[src/rtl/exec_pkg.sv]
// Shared types and constants for the execute stage.
// Opcode 9 (DIVU) is only decoded when EXEC_DIVU_EN is defined.
package exec_pkg;

    typedef enum logic [3:0] {
        OP_ADD  = 4'd0,
        OP_SUB  = 4'd1,
        OP_AND  = 4'd2,
        OP_OR   = 4'd3,
        OP_XOR  = 4'd4,
        OP_SLT  = 4'd5,
        OP_SLL  = 4'd6,
        OP_SRL  = 4'd7,
        OP_MUL  = 4'd8,
        OP_DIVU = 4'd9
    } alu_op_e;

    typedef enum logic [1:0] {
        FWD_RF  = 2'b00,
        FWD_WB  = 2'b01,
        FWD_MEM = 2'b10
    } fwd_sel_e;

    typedef enum logic [1:0] {
        BR_EQ = 2'b00,
        BR_NE = 2'b01,
        BR_LT = 2'b10,
        BR_GE = 2'b11
    } br_cond_e;

    typedef enum logic {
        IDLE = 1'b0,
        RUN  = 1'b1
    } exec_state_e;

    localparam logic BUBBLE_REGWRITE  = 1'b0;
    localparam logic BUBBLE_MEMWRITE  = 1'b0;
    localparam logic BUBBLE_RESULTSRC = 1'b0;

endpackage

[src/rtl/iter_muldiv.sv]
// Iterative shift-add multiplier / restoring unsigned divider.
// One step per cycle; the first step is taken on the start edge.
module iter_muldiv
    import exec_pkg::*;
#(
    parameter int DW = 18
) (
    input  logic          clk,
    input  logic          rst,
    input  logic          start,
    input  logic          is_div,
    input  logic          flush,
    input  logic [DW-1:0] a,
    input  logic [DW-1:0] b,
    output logic          busy,
    output logic          done,
    output logic [DW-1:0] result
);

    localparam int CNTW = $clog2(DW);

    exec_state_e   state;
    logic [CNTW-1:0] cnt;
    logic [DW-1:0] x, y, z;
    logic [DW-1:0] cx, cy, cz;
    logic [DW-1:0] nx, ny, nz;
    logic          div_r, cdiv, ge;
    logic [DW:0]   rr;

    // mul: z = product, x = shifted multiplicand, y = shifted multiplier
    // div: x = dividend/quotient, y = divisor, z = remainder
    always_comb begin
        cx   = x;
        cy   = y;
        cz   = z;
        cdiv = div_r;
        if (state == IDLE) begin
            cx   = a;
            cy   = b;
            cz   = '0;
            cdiv = is_div;
        end
        rr = {cz, cx[DW-1]};
        ge = rr >= {1'b0, cy};
        if (cdiv) begin
            nx = {cx[DW-2:0], ge};
            ny = cy;
            nz = ge ? (rr[DW-1:0] - cy) : rr[DW-1:0];
        end else begin
            nx = cx << 1;
            ny = cy >> 1;
            nz = cz + (cy[0] ? cx : '0);
        end
    end

    assign done   = (state == RUN) && (cnt == '0);
    assign busy   = ((state == IDLE) && start) ||
                    ((state == RUN) && (cnt != '0));
    assign result = div_r ? x : z;

    always_ff @(posedge clk) begin
        if (rst) begin
            state <= IDLE;
            cnt   <= '0;
            x     <= '0;
            y     <= '0;
            z     <= '0;
            div_r <= 1'b0;
        end else if (flush) begin
            state <= IDLE;
            cnt   <= '0;
        end else begin
            unique case (state)
                IDLE: if (start) begin
                    state <= RUN;
                    cnt   <= CNTW'(DW - 1);
                    div_r <= is_div;
                    x     <= nx;
                    y     <= ny;
                    z     <= nz;
                end
                RUN: if (cnt == '0) begin
                    state <= IDLE;
                end else begin
                    cnt <= cnt - CNTW'(1);
                    x   <= nx;
                    y   <= ny;
                    z   <= nz;
                end
            endcase
        end
    end

endmodule

[src/rtl/execute_stage_mc.sv]
// Execute stage: forwarding, ALU, branch resolution, EX/MEM register.
// EXEC_DIVU_EN adds iterative DIVU (opcode 9); otherwise opcode 9 gives 0.
module execute_stage_mc
    import exec_pkg::*;
#(
    parameter int DW = 18,
    parameter int RW = 5,
    parameter int CW = 4,
    parameter int SW = 2
) (
    input  logic          clk,
    input  logic          rst,
    input  logic          FlushE,
    input  logic          RegWriteE,
    input  logic          MemWriteE,
    input  logic          ResultSrcE,
    input  logic          BranchE,
    input  logic          ALUSrcE,
    input  logic [1:0]    BranchCondE,
    input  logic [CW-1:0] ALUControlE,
    input  logic [DW-1:0] RD1_E,
    input  logic [DW-1:0] RD2_E,
    input  logic [DW-1:0] Imm_Ext_E,
    input  logic [DW-1:0] PCE,
    input  logic [DW-1:0] PCPlus4E,
    input  logic [DW-1:0] ResultW,
    input  logic [RW-1:0] RD_E,
    input  logic [1:0]    ForwardA_E,
    input  logic [1:0]    ForwardB_E,
    input  logic [SW-1:0] SideE,
    output logic          BusyE,
    output logic          PCSrcE,
    output logic [DW-1:0] PCTargetE,
    output logic          RegWriteM,
    output logic          MemWriteM,
    output logic          ResultSrcM,
    output logic [RW-1:0] RD_M,
    output logic [DW-1:0] PCPlus4M,
    output logic [DW-1:0] WriteDataM,
    output logic [DW-1:0] ALU_ResultM,
    output logic [SW-1:0] SideM
);

    localparam int SHW = $clog2(DW);

    logic [DW-1:0] src_a, src_b_pre, src_b;
    logic [DW-1:0] alu_res, md_result;
    logic          md_div, md_start, md_busy, md_done, cond;

    always_comb begin
        src_a = RD1_E;
        case (ForwardA_E)
            FWD_WB:  src_a = ResultW;
            FWD_MEM: src_a = ALU_ResultM;
            default: ;
        endcase
        src_b_pre = RD2_E;
        case (ForwardB_E)
            FWD_WB:  src_b_pre = ResultW;
            FWD_MEM: src_b_pre = ALU_ResultM;
            default: ;
        endcase
    end

    assign src_b = ALUSrcE ? Imm_Ext_E : src_b_pre;

`ifdef EXEC_DIVU_EN
    assign md_div = ALUControlE == CW'(OP_DIVU);
`else
    assign md_div = 1'b0;
`endif
    assign md_start = ((ALUControlE == CW'(OP_MUL)) | md_div) & ~FlushE;

    iter_muldiv #(.DW(DW)) u_muldiv (
        .clk    (clk),
        .rst    (rst),
        .start  (md_start),
        .is_div (md_div),
        .flush  (FlushE),
        .a      (src_a),
        .b      (src_b),
        .busy   (md_busy),
        .done   (md_done),
        .result (md_result)
    );

    always_comb begin
        alu_res = '0;
        case (ALUControlE)
            CW'(OP_ADD): alu_res = src_a + src_b;
            CW'(OP_SUB): alu_res = src_a - src_b;
            CW'(OP_AND): alu_res = src_a & src_b;
            CW'(OP_OR):  alu_res = src_a | src_b;
            CW'(OP_XOR): alu_res = src_a ^ src_b;
            CW'(OP_SLT): alu_res = {{(DW-1){1'b0}},
                                    $signed(src_a) < $signed(src_b)};
            CW'(OP_SLL): alu_res = src_a << src_b[SHW-1:0];
            CW'(OP_SRL): alu_res = src_a >> src_b[SHW-1:0];
            CW'(OP_MUL): alu_res = md_done ? md_result : '0;
`ifdef EXEC_DIVU_EN
            CW'(OP_DIVU): alu_res = md_done ? md_result : '0;
`endif
            default: alu_res = '0;
        endcase
    end

    always_comb begin
        cond = 1'b0;
        unique case (BranchCondE)
            BR_EQ: cond = src_a == src_b;
            BR_NE: cond = src_a != src_b;
            BR_LT: cond = $signed(src_a) < $signed(src_b);
            BR_GE: cond = $signed(src_a) >= $signed(src_b);
        endcase
    end

    assign BusyE     = md_busy;
    assign PCSrcE    = BranchE & cond & ~md_busy;
    assign PCTargetE = PCE + Imm_Ext_E;

    // Flush and multi-cycle occupancy both drop a bubble into MEM
    always_ff @(posedge clk) begin
        if (rst || FlushE || md_busy) begin
            RegWriteM   <= BUBBLE_REGWRITE;
            MemWriteM   <= BUBBLE_MEMWRITE;
            ResultSrcM  <= BUBBLE_RESULTSRC;
            RD_M        <= '0;
            PCPlus4M    <= '0;
            WriteDataM  <= '0;
            ALU_ResultM <= '0;
            SideM       <= '0;
        end else begin
            RegWriteM   <= RegWriteE;
            MemWriteM   <= MemWriteE;
            ResultSrcM  <= ResultSrcE;
            RD_M        <= RD_E;
            PCPlus4M    <= PCPlus4E;
            WriteDataM  <= src_b_pre;
            ALU_ResultM <= alu_res;
            SideM       <= SideE;
        end
    end

endmodule

[config.mk]
export PLATFORM = sky130hd
export DESIGN_NAME = execute_stage_mc
export DESIGN_NICKNAME = d
export VERILOG_FILES = /design/src/rtl/exec_pkg.sv /design/src/rtl/iter_muldiv.sv /design/src/rtl/execute_stage_mc.sv
export SDC_FILE = /design/constraint.sdc
export NUM_CORES = 1
export LEC_CHECK = 0
export BUFFER_PORTS_ARGS = -buffer_cell sky130_fd_sc_hd__buf_4
export CAP_MARGIN = 0
export CORE_MARGIN = 2
export CORE_UTILIZATION = 52
export DETAILED_ROUTE_END_ITERATION = 10
export PLACE_DENSITY_LB_ADDON = 0.12
export SYNTH_ARGS = -nofsm -noshare
export SYNTH_HDL_FRONTEND = slang
export SYNTH_SLANG_ARGS = --single-unit
[constraint.sdc]
create_clock -name clk -period 5.75 [get_ports clk]
set_clock_uncertainty 0.05 [all_clocks]
set_input_delay 0.575 -clock clk [delete_from_list [all_inputs] [get_ports clk]]
set_output_delay 0.575 -clock clk [all_outputs]
set_load 0.02 [all_outputs]
## After elaboration in Yosys (flattened, before gate mapping)

Index checks and enable logic that the tools add are counted.

- Register bits after elaboration: 124
- Input port bits: 133
- Output and inout bits: 84
- Word-level logic and storage cells: 88

- Add/subtract/negate cells: 5
- Order comparisons: 2
- Equal/unequal tests: 19
- Shift operators: 2
- Muxes and demuxes: 25
- Bitwise operators: 9
- Reduce and logical (&&, ||, !) cells: 13

Operator list:

| operator | count |
|---|---|
| $mux 18 | 12 |
| $pmux 18 s2 | 5 |
| $pmux 18 s9 | 1 |
| $add 18x18->18 | 3 |
| $and 18x18->18 | 1 |
| $eq 18x18->1 | 1 |
| $ge 18x18->1 | 1 |
| $lt 18x18->1 | 1 |
| $ne 18x18->1 | 1 |
| $or 18x18->18 | 1 |
| $shl 18x5->18 | 1 |
| $shr 18x5->18 | 1 |
| $sub 18x18->18 | 1 |
| $xor 18x18->18 | 1 |
| $eq 4x3->1 const B | 4 |
| $mux 5 | 2 |
| $pmux 5 s2 | 1 |
| $eq 2x2->1 const B | 4 |
| $eq 4x2->1 const B | 2 |
| $eq 2x1->1 const B | 3 |
| $logic_not 5->1 | 1 |
| $reduce_bool 5->1 | 1 |
| $sub 5x1->5 const B | 1 |
| $eq 4x1->1 const B | 1 |
| 15 further kinds | 24 |

## Logic depth before layout (Yosys ltp)

- Depth after elaboration: 8
- Mapped depth: 21
- Gate-level depth less buffers: 17

## By module

From an unflattened synthesis, not the netlist that was laid out.

- Cells, all modules: 1782
- Area total of the unflattened synthesis: 13185.1 um^2

Modules (own cells, without submodules):

| module | instances | cells each | area an instance (um^2) | sequential area each (um^2) |
|---|---|---|---|---|
| execute_stage_mc | 1 | 1050 | 7732.4 | 1281.2 |
| iter_muldiv | 1 | 732 | 5452.7 | 1221.2 |

## Worst setup path before layout

No wires, ideal clock.

- Path kind: input -> output
- From: in ForwardB_E[0]
- To: out PCSrcE
- Data arrival time: 4273 ps
- Required time: 5125 ps
- Setup slack: 852 ps
- Stages on the path: 18
- Path buffers: 4
- Cells stage by stage: inv_1 ha_1 buf_6 a221o_1 o211ai_2 buf_6 inv_2 buf_2 buf_2 fa_1 nor2b_1 o21bai_1 a211oi_1 o31ai_1 a21oi_1 a31oi_1 a31o_2 a211oi_1

- Cells in the longest elaborated chain, start to end: 7
- Elaborated cells on any way between the ends: 11
- Classes of those cells: order compare: 2; eq/ne: 4; mux: 3; bitwise: 2

RTL lines:

| what | line | source |
|---|---|---|
| start, declared | execute_stage_mc.sv:29 | `input logic [1:0] ForwardB_E,` |
| $eq 2x2->1 / $eq 2x1->1 (equally long branches) | execute_stage_mc.sv:58 | `case (ForwardB_E)` |
| $pmux 18 s2 (*) | execute_stage_mc.sv:58 |  |
| $mux 18 (*) | execute_stage_mc.sv:65 | `assign src_b = ALUSrcE ? Imm_Ext_E : src_b_pre;` |
| $ge 18x18->1 (tied with other cells) | execute_stage_mc.sv:113 | `BR_GE: cond = $signed(src_a) >= $signed(src_b);` |
| $pmux 1 s4 (*) | execute_stage_mc.sv:109 | `unique case (BranchCondE)` |
| $and 1x1->1 (*) (2 in a row) | execute_stage_mc.sv:118 | `assign PCSrcE = BranchE & cond & ~md_busy;` |
| end, declared | execute_stage_mc.sv:32 | `output logic PCSrcE,` |

Every way passes the cells marked *; elsewhere a longest branch is shown, timed or not.

## Worst setup path in the final report

- From: in ForwardB_E[1]
- To: out PCSrcE

The elaborated chain is that of the path after synthesis.

==> metrics.md <==
| Metric | Value |
|---|---|
| Result of the run | complete, no violations |
| #FFs+latches synth | 122 |
| Timing-limited maximum frequency | 184 MHz |
| Slack of the worst reg-to-reg path | between 1 and 1.5 ns |
| Gate family responsible for the most delay along the worst path | compound AO/OA/AOI/OAI gates |
| Internal power | 1.98 mW |
| Post-synthesis net count | 1,755 |
| Count of flip-flops with a built-in enable after synthesis | 0 |
| Total clock sinks | roughly 120 |
| Cell Area, Placed | 0.0131 sq mm |
| GR Util All Layers | 38.6% |
| Clock transition time at the flip-flop clock pins of the worst setup and hold paths | 0.07 ns |
| Die ar. | about 0.023 sq mm |
| Final Slew Violations | 0 |
| Ys flop type | dfxtp_1 |
| Number of search-and-repair iterations in the first detailed-routing pass | 6 |
| Die H | 150 um |
| Setup slack at placement | 0.401 ns |
| Vias after detailed routing | around 13,000 |
| Element type at the critical path end | output port |
| Hold Fails Final Rpt | 0 |
| Element type at the critical path start | input pin |
| Worst Setup Path Type | in -> out |
| Skew-Pair Late Insertion Delay | 0.43 ns |
| Areal power density over the cells | ~240 mW/mm^2 |
| Number of nets still failing antenna checks after routing | 0 |
| Floorplan core area | 0.0210 sq mm |
| CTS tree | done |
| First-pass GRT wire length | 65,900 um |
| Total leakage power | around 6.1 nW |
| Number of buffers added by the clock tree synthesis step | 17 |
| Vias in the first global route | 11,330 |
| Worst path buffer plus inverter count | 4 |
| HPWL after DPL | 34,800 um |
| Hold WC Path Type | in -> reg |
| CTS H-tree lvls | 4 |
| Fin Setup TNS | 0 ns |
| Initial antenna violation count | 1 |
| Final-report setup violation count | 0 |
| Worst-path maximum fanout | 18 |
| Net switching share of the total power | between 30% and 40% |
| Final std cell area, no fill | 0.0136 sq mm |
| Fillers | 1,968 |
| Warnings from Yosys | 0 |
| Post-route worst hold slack | roughly 0.29 ns |
| Max transition margin | 27.6% |
| Top cell by count, worst path | o21ai_0 |
| Drt initial violations | 1,836 |
| Placer Congestion | 1.04 |
| Psw | 1.29 mW |
| Largest vdd supply drop | 0.000202 V |
| Cell at the root of the clock tree | clkbuf_16 |
| Logic gate share of total power | 40.2% |
| Grt ovf | 0 |
| Std cell rows | 53 |
| Count of different cell masters after synthesis | 69 |
| Sequential share of the synthesized area | 22.0% |
| Number of nets in the layout | 1,934 |
| Required @ worst endpoint | roughly 5 ns |
| Setup repair after global routing missed its margin | false |
| Clock network power share | 32.6% |
| Synth async-reset ratio | 0% |
| Sum of internal, switching and leakage power | between 3 and 4 mW |
| Count of max-cap constraint violations | 0 |
| Maximum number of pins on one net before global-route repair | 56 |
| Crit path arrival time | 4.80 ns |
| Post-route DRC | 0 |
| Per-instance average area after synthesis | ~7.3 sq um |
| Crit share post-route | 94.3% |
| Final WL | 45,400 um |
| Post-synthesis cell area | ~0.011 sq mm |
| Maximum number of buffers from clock root to sink | 2 |
| Worst-path cell chain | buf_4 -> inv_1 -> ha_1 -> a221o_1 -> o21ai_0 -> o21ai_0 -> inv_1 -> ha_1 -> o21a_1 -> o21ai_0 -> a211oi_1 -> o31ai_1 -> a21oi_1 -> a31oi_1 -> a31o_2 -> a211oi_1 -> buf_4 |
| Initial core utilization | between 50% and 60% |
| Number of buffer cells added on primary ports | 216 |
| Wirelength per Cell | 22.8 um |
| Delay of the slowest cell on the worst path | approximately 0.53 ns |
| Number of instances in the synthesized netlist | 1,523 |
| Number of top-level pins | 217 |
| Transition time at the pin with the least slew margin | 1.08 ns |
| Floorplan die width | 150 um |
| Final setup margin | 0.328 ns |
| Slowest-stage cell, CP | ha_1 |
| Mean number of vias per cell | 6.38 |
| Area growth from synthesis to layout | 22.7% |
| Final critical-path required period | ~5.4 ns |
| Total inserted antenna cells | 0 |
| Fraction of final layout cells sized beyond drive strength 1 | 19.1% |
| Sequential share of power | 27.1% |
| Number of buffers inserted to repair setup after CTS | 0 |
[worst paths after layout]
path / from / cells past startpoint / to
min: RD_E[2] / 2 / RD_M[2]$_SDFF_PP0_
max reg2reg: ALU_ResultM[0]$_SDFF_PP0_ / 16 / ALU_ResultM[8]$_SDFF_PP0_
max: ForwardB_E[1] / 17 / PCSrcE
min reg2reg: u_muldiv.y[2]$_SDFFE_PP0P_ / 2 / u_muldiv.y[2]$_SDFFE_PP0P_
[through the flow]
stage / std cells / util, %
detailed placement: 1958 / 62.2
global placement: 1958 / 62.2
CTS: 1989 / 64.9
finish: 1989 / 64.9
floorplan: 1523 / -
global route: 1989 / 64.9
[power groups by stage]
stage	Clock [mW]	Sequential (mW)	Combinational (mW)
finish	1.07	0.886	1.31
global route	1.11	0.887	1.40
CTS	1.08	0.885	1.27
detailed placement	0	0.904	1.26
global placement	0	0.904	1.26
floorplan	0	0.922	0.781
[Yosys cell counts, types with 7 or more instances]
master | number | area [sq um]
nand3_1 | 28 | 140
a21oi_1 | 115 | 576
or2_2 | 10 | 62.6
a221o_1 | 25 | 250
clkbuf_1 | 82 | 308
a31oi_1 | 21 | 131
o31ai_1 | 9 | 67.6
nand2_1 | 162 | 608
o21ai_0 | 89 | 445
nor2_1 | 174 | 653
nand3b_1 | 7 | 52.6
nor2b_1 | 12 | 75.1
o221ai_1 | 20 | 175
ha_1 | 95 | 1190
mux2i_1 | 67 | 671
nand4_1 | 11 | 68.8
o31a_1 | 7 | 61.3
a221oi_1 | 14 | 123
o21ai_1 | 15 | 75.1
and2_1 | 49 | 307
a22oi_1 | 22 | 165
nor3_1 | 31 | 155
nand2b_1 | 9 | 56.3
inv_1 | 81 | 304
xnor2_1 | 24 | 210
buf_1 | 8 | 30.0
buf_2 | 16 | 80.1
a211oi_1 | 38 | 285
o211ai_1 | 18 | 135
or3_1 | 8 | 50.1
o22ai_1 | 11 | 68.8
o21a_1 | 10 | 75.1
dfxtp_1 | 122 | 2440
and3_1 | 11 | 68.8
a21o_1 | 14 | 105
[state kept, by name, summed over array words and instances (netlist names)]
signal	count
WriteDataM	18
u_muldiv.x	17
u_muldiv.state	1
u_muldiv.cnt	5
SideM	2
ALU_ResultM	18
ResultSrcM	1
u_muldiv.y	17
PCPlus4M	18
RegWriteM	1
MemWriteM	1
u_muldiv.z	18
RD_M	5
[layer usage]
metal | vias to the layer above | GRT usage, % | part of all wire (%) | routed length (um)
li1 | 5861 | - | - | -
met1 | 5833 | 49.1 | 39 | 17500
met2 | 820 | 60.3 | 44 | 19900
met4 | 0 | 20.9 | 5.9 | 2680
met5 | - | 0 | 0 | 0
met3 | 182 | 9.12 | 12 | 5260
[cells in the final DEF, fill, tap and decap left out, drive strengths merged, types with 10 or more instances in the layout]
| cell type | netlist | routed |
|---|---|---|
| o221ai | 20 | 20 |
| nand3 | 28 | 28 |
| nand4 | 11 | 11 |
| xnor2 | 24 | 24 |
| nand2 | 162 | 162 |
| buf | 26 | 268 |
| a221oi | 14 | 14 |
| o21a | 10 | 10 |
| a211oi | 38 | 38 |
| a22oi | 22 | 22 |
| a21oi | 115 | 115 |
| inv | 85 | 91 |
| a221o | 25 | 25 |
| nor2b | 12 | 12 |
| and2 | 49 | 49 |
| nor2 | 174 | 174 |
| o211ai | 19 | 19 |
| ha | 95 | 95 |
| o22ai | 11 | 11 |
| o21ai | 104 | 104 |
| nor3 | 31 | 31 |
| and3 | 11 | 11 |
| or2 | 10 | 10 |
| mux2i | 67 | 67 |
| a31oi | 21 | 21 |
| dfxtp | 122 | 122 |
| a21o | 14 | 14 |
| clkbuf | 82 | 17 |
[area by class of cell]
| class | instances | area, sq um | area share (%) |
|---|---|---|---|
| Clock buffer | 17 | 425 | 3.12 |
| Clock inverter | 14 | 139 | 1.02 |
| Inverter | 86 | 323 | 2.37 |
| Multi-Input combinational cell | 1207 | 7950 | 58.3 |
| Sequential cell | 122 | 2440 | 17.9 |
| Tap cell | 275 | 344 | 2.52 |
| Timing Repair Buffer | 268 | 2010 | 14.8 |
[what timing repair did]
item                                    CTS  global route
endpoints found under the setup margin    0             1
hold endpoints to repair                  0             0
gates resized for setup                   0             1
hold buffers                              0             0
[logic make-up after synthesis]
kind of cell             after synthesis  share of synthesized area (%)
AND/OR/NAND/NOR                      529                           21.8
AO/OA/AOI/OAI                        476                           28.4
buffers and inverters                194                           6.87
flip-flops                           122                           22.0
adder cells (fa/ha/maj)               99                           11.4
multiplexers                          74                           7.25
XOR/XNOR                              29                           2.28
Power figures use the tool's default switching activity.
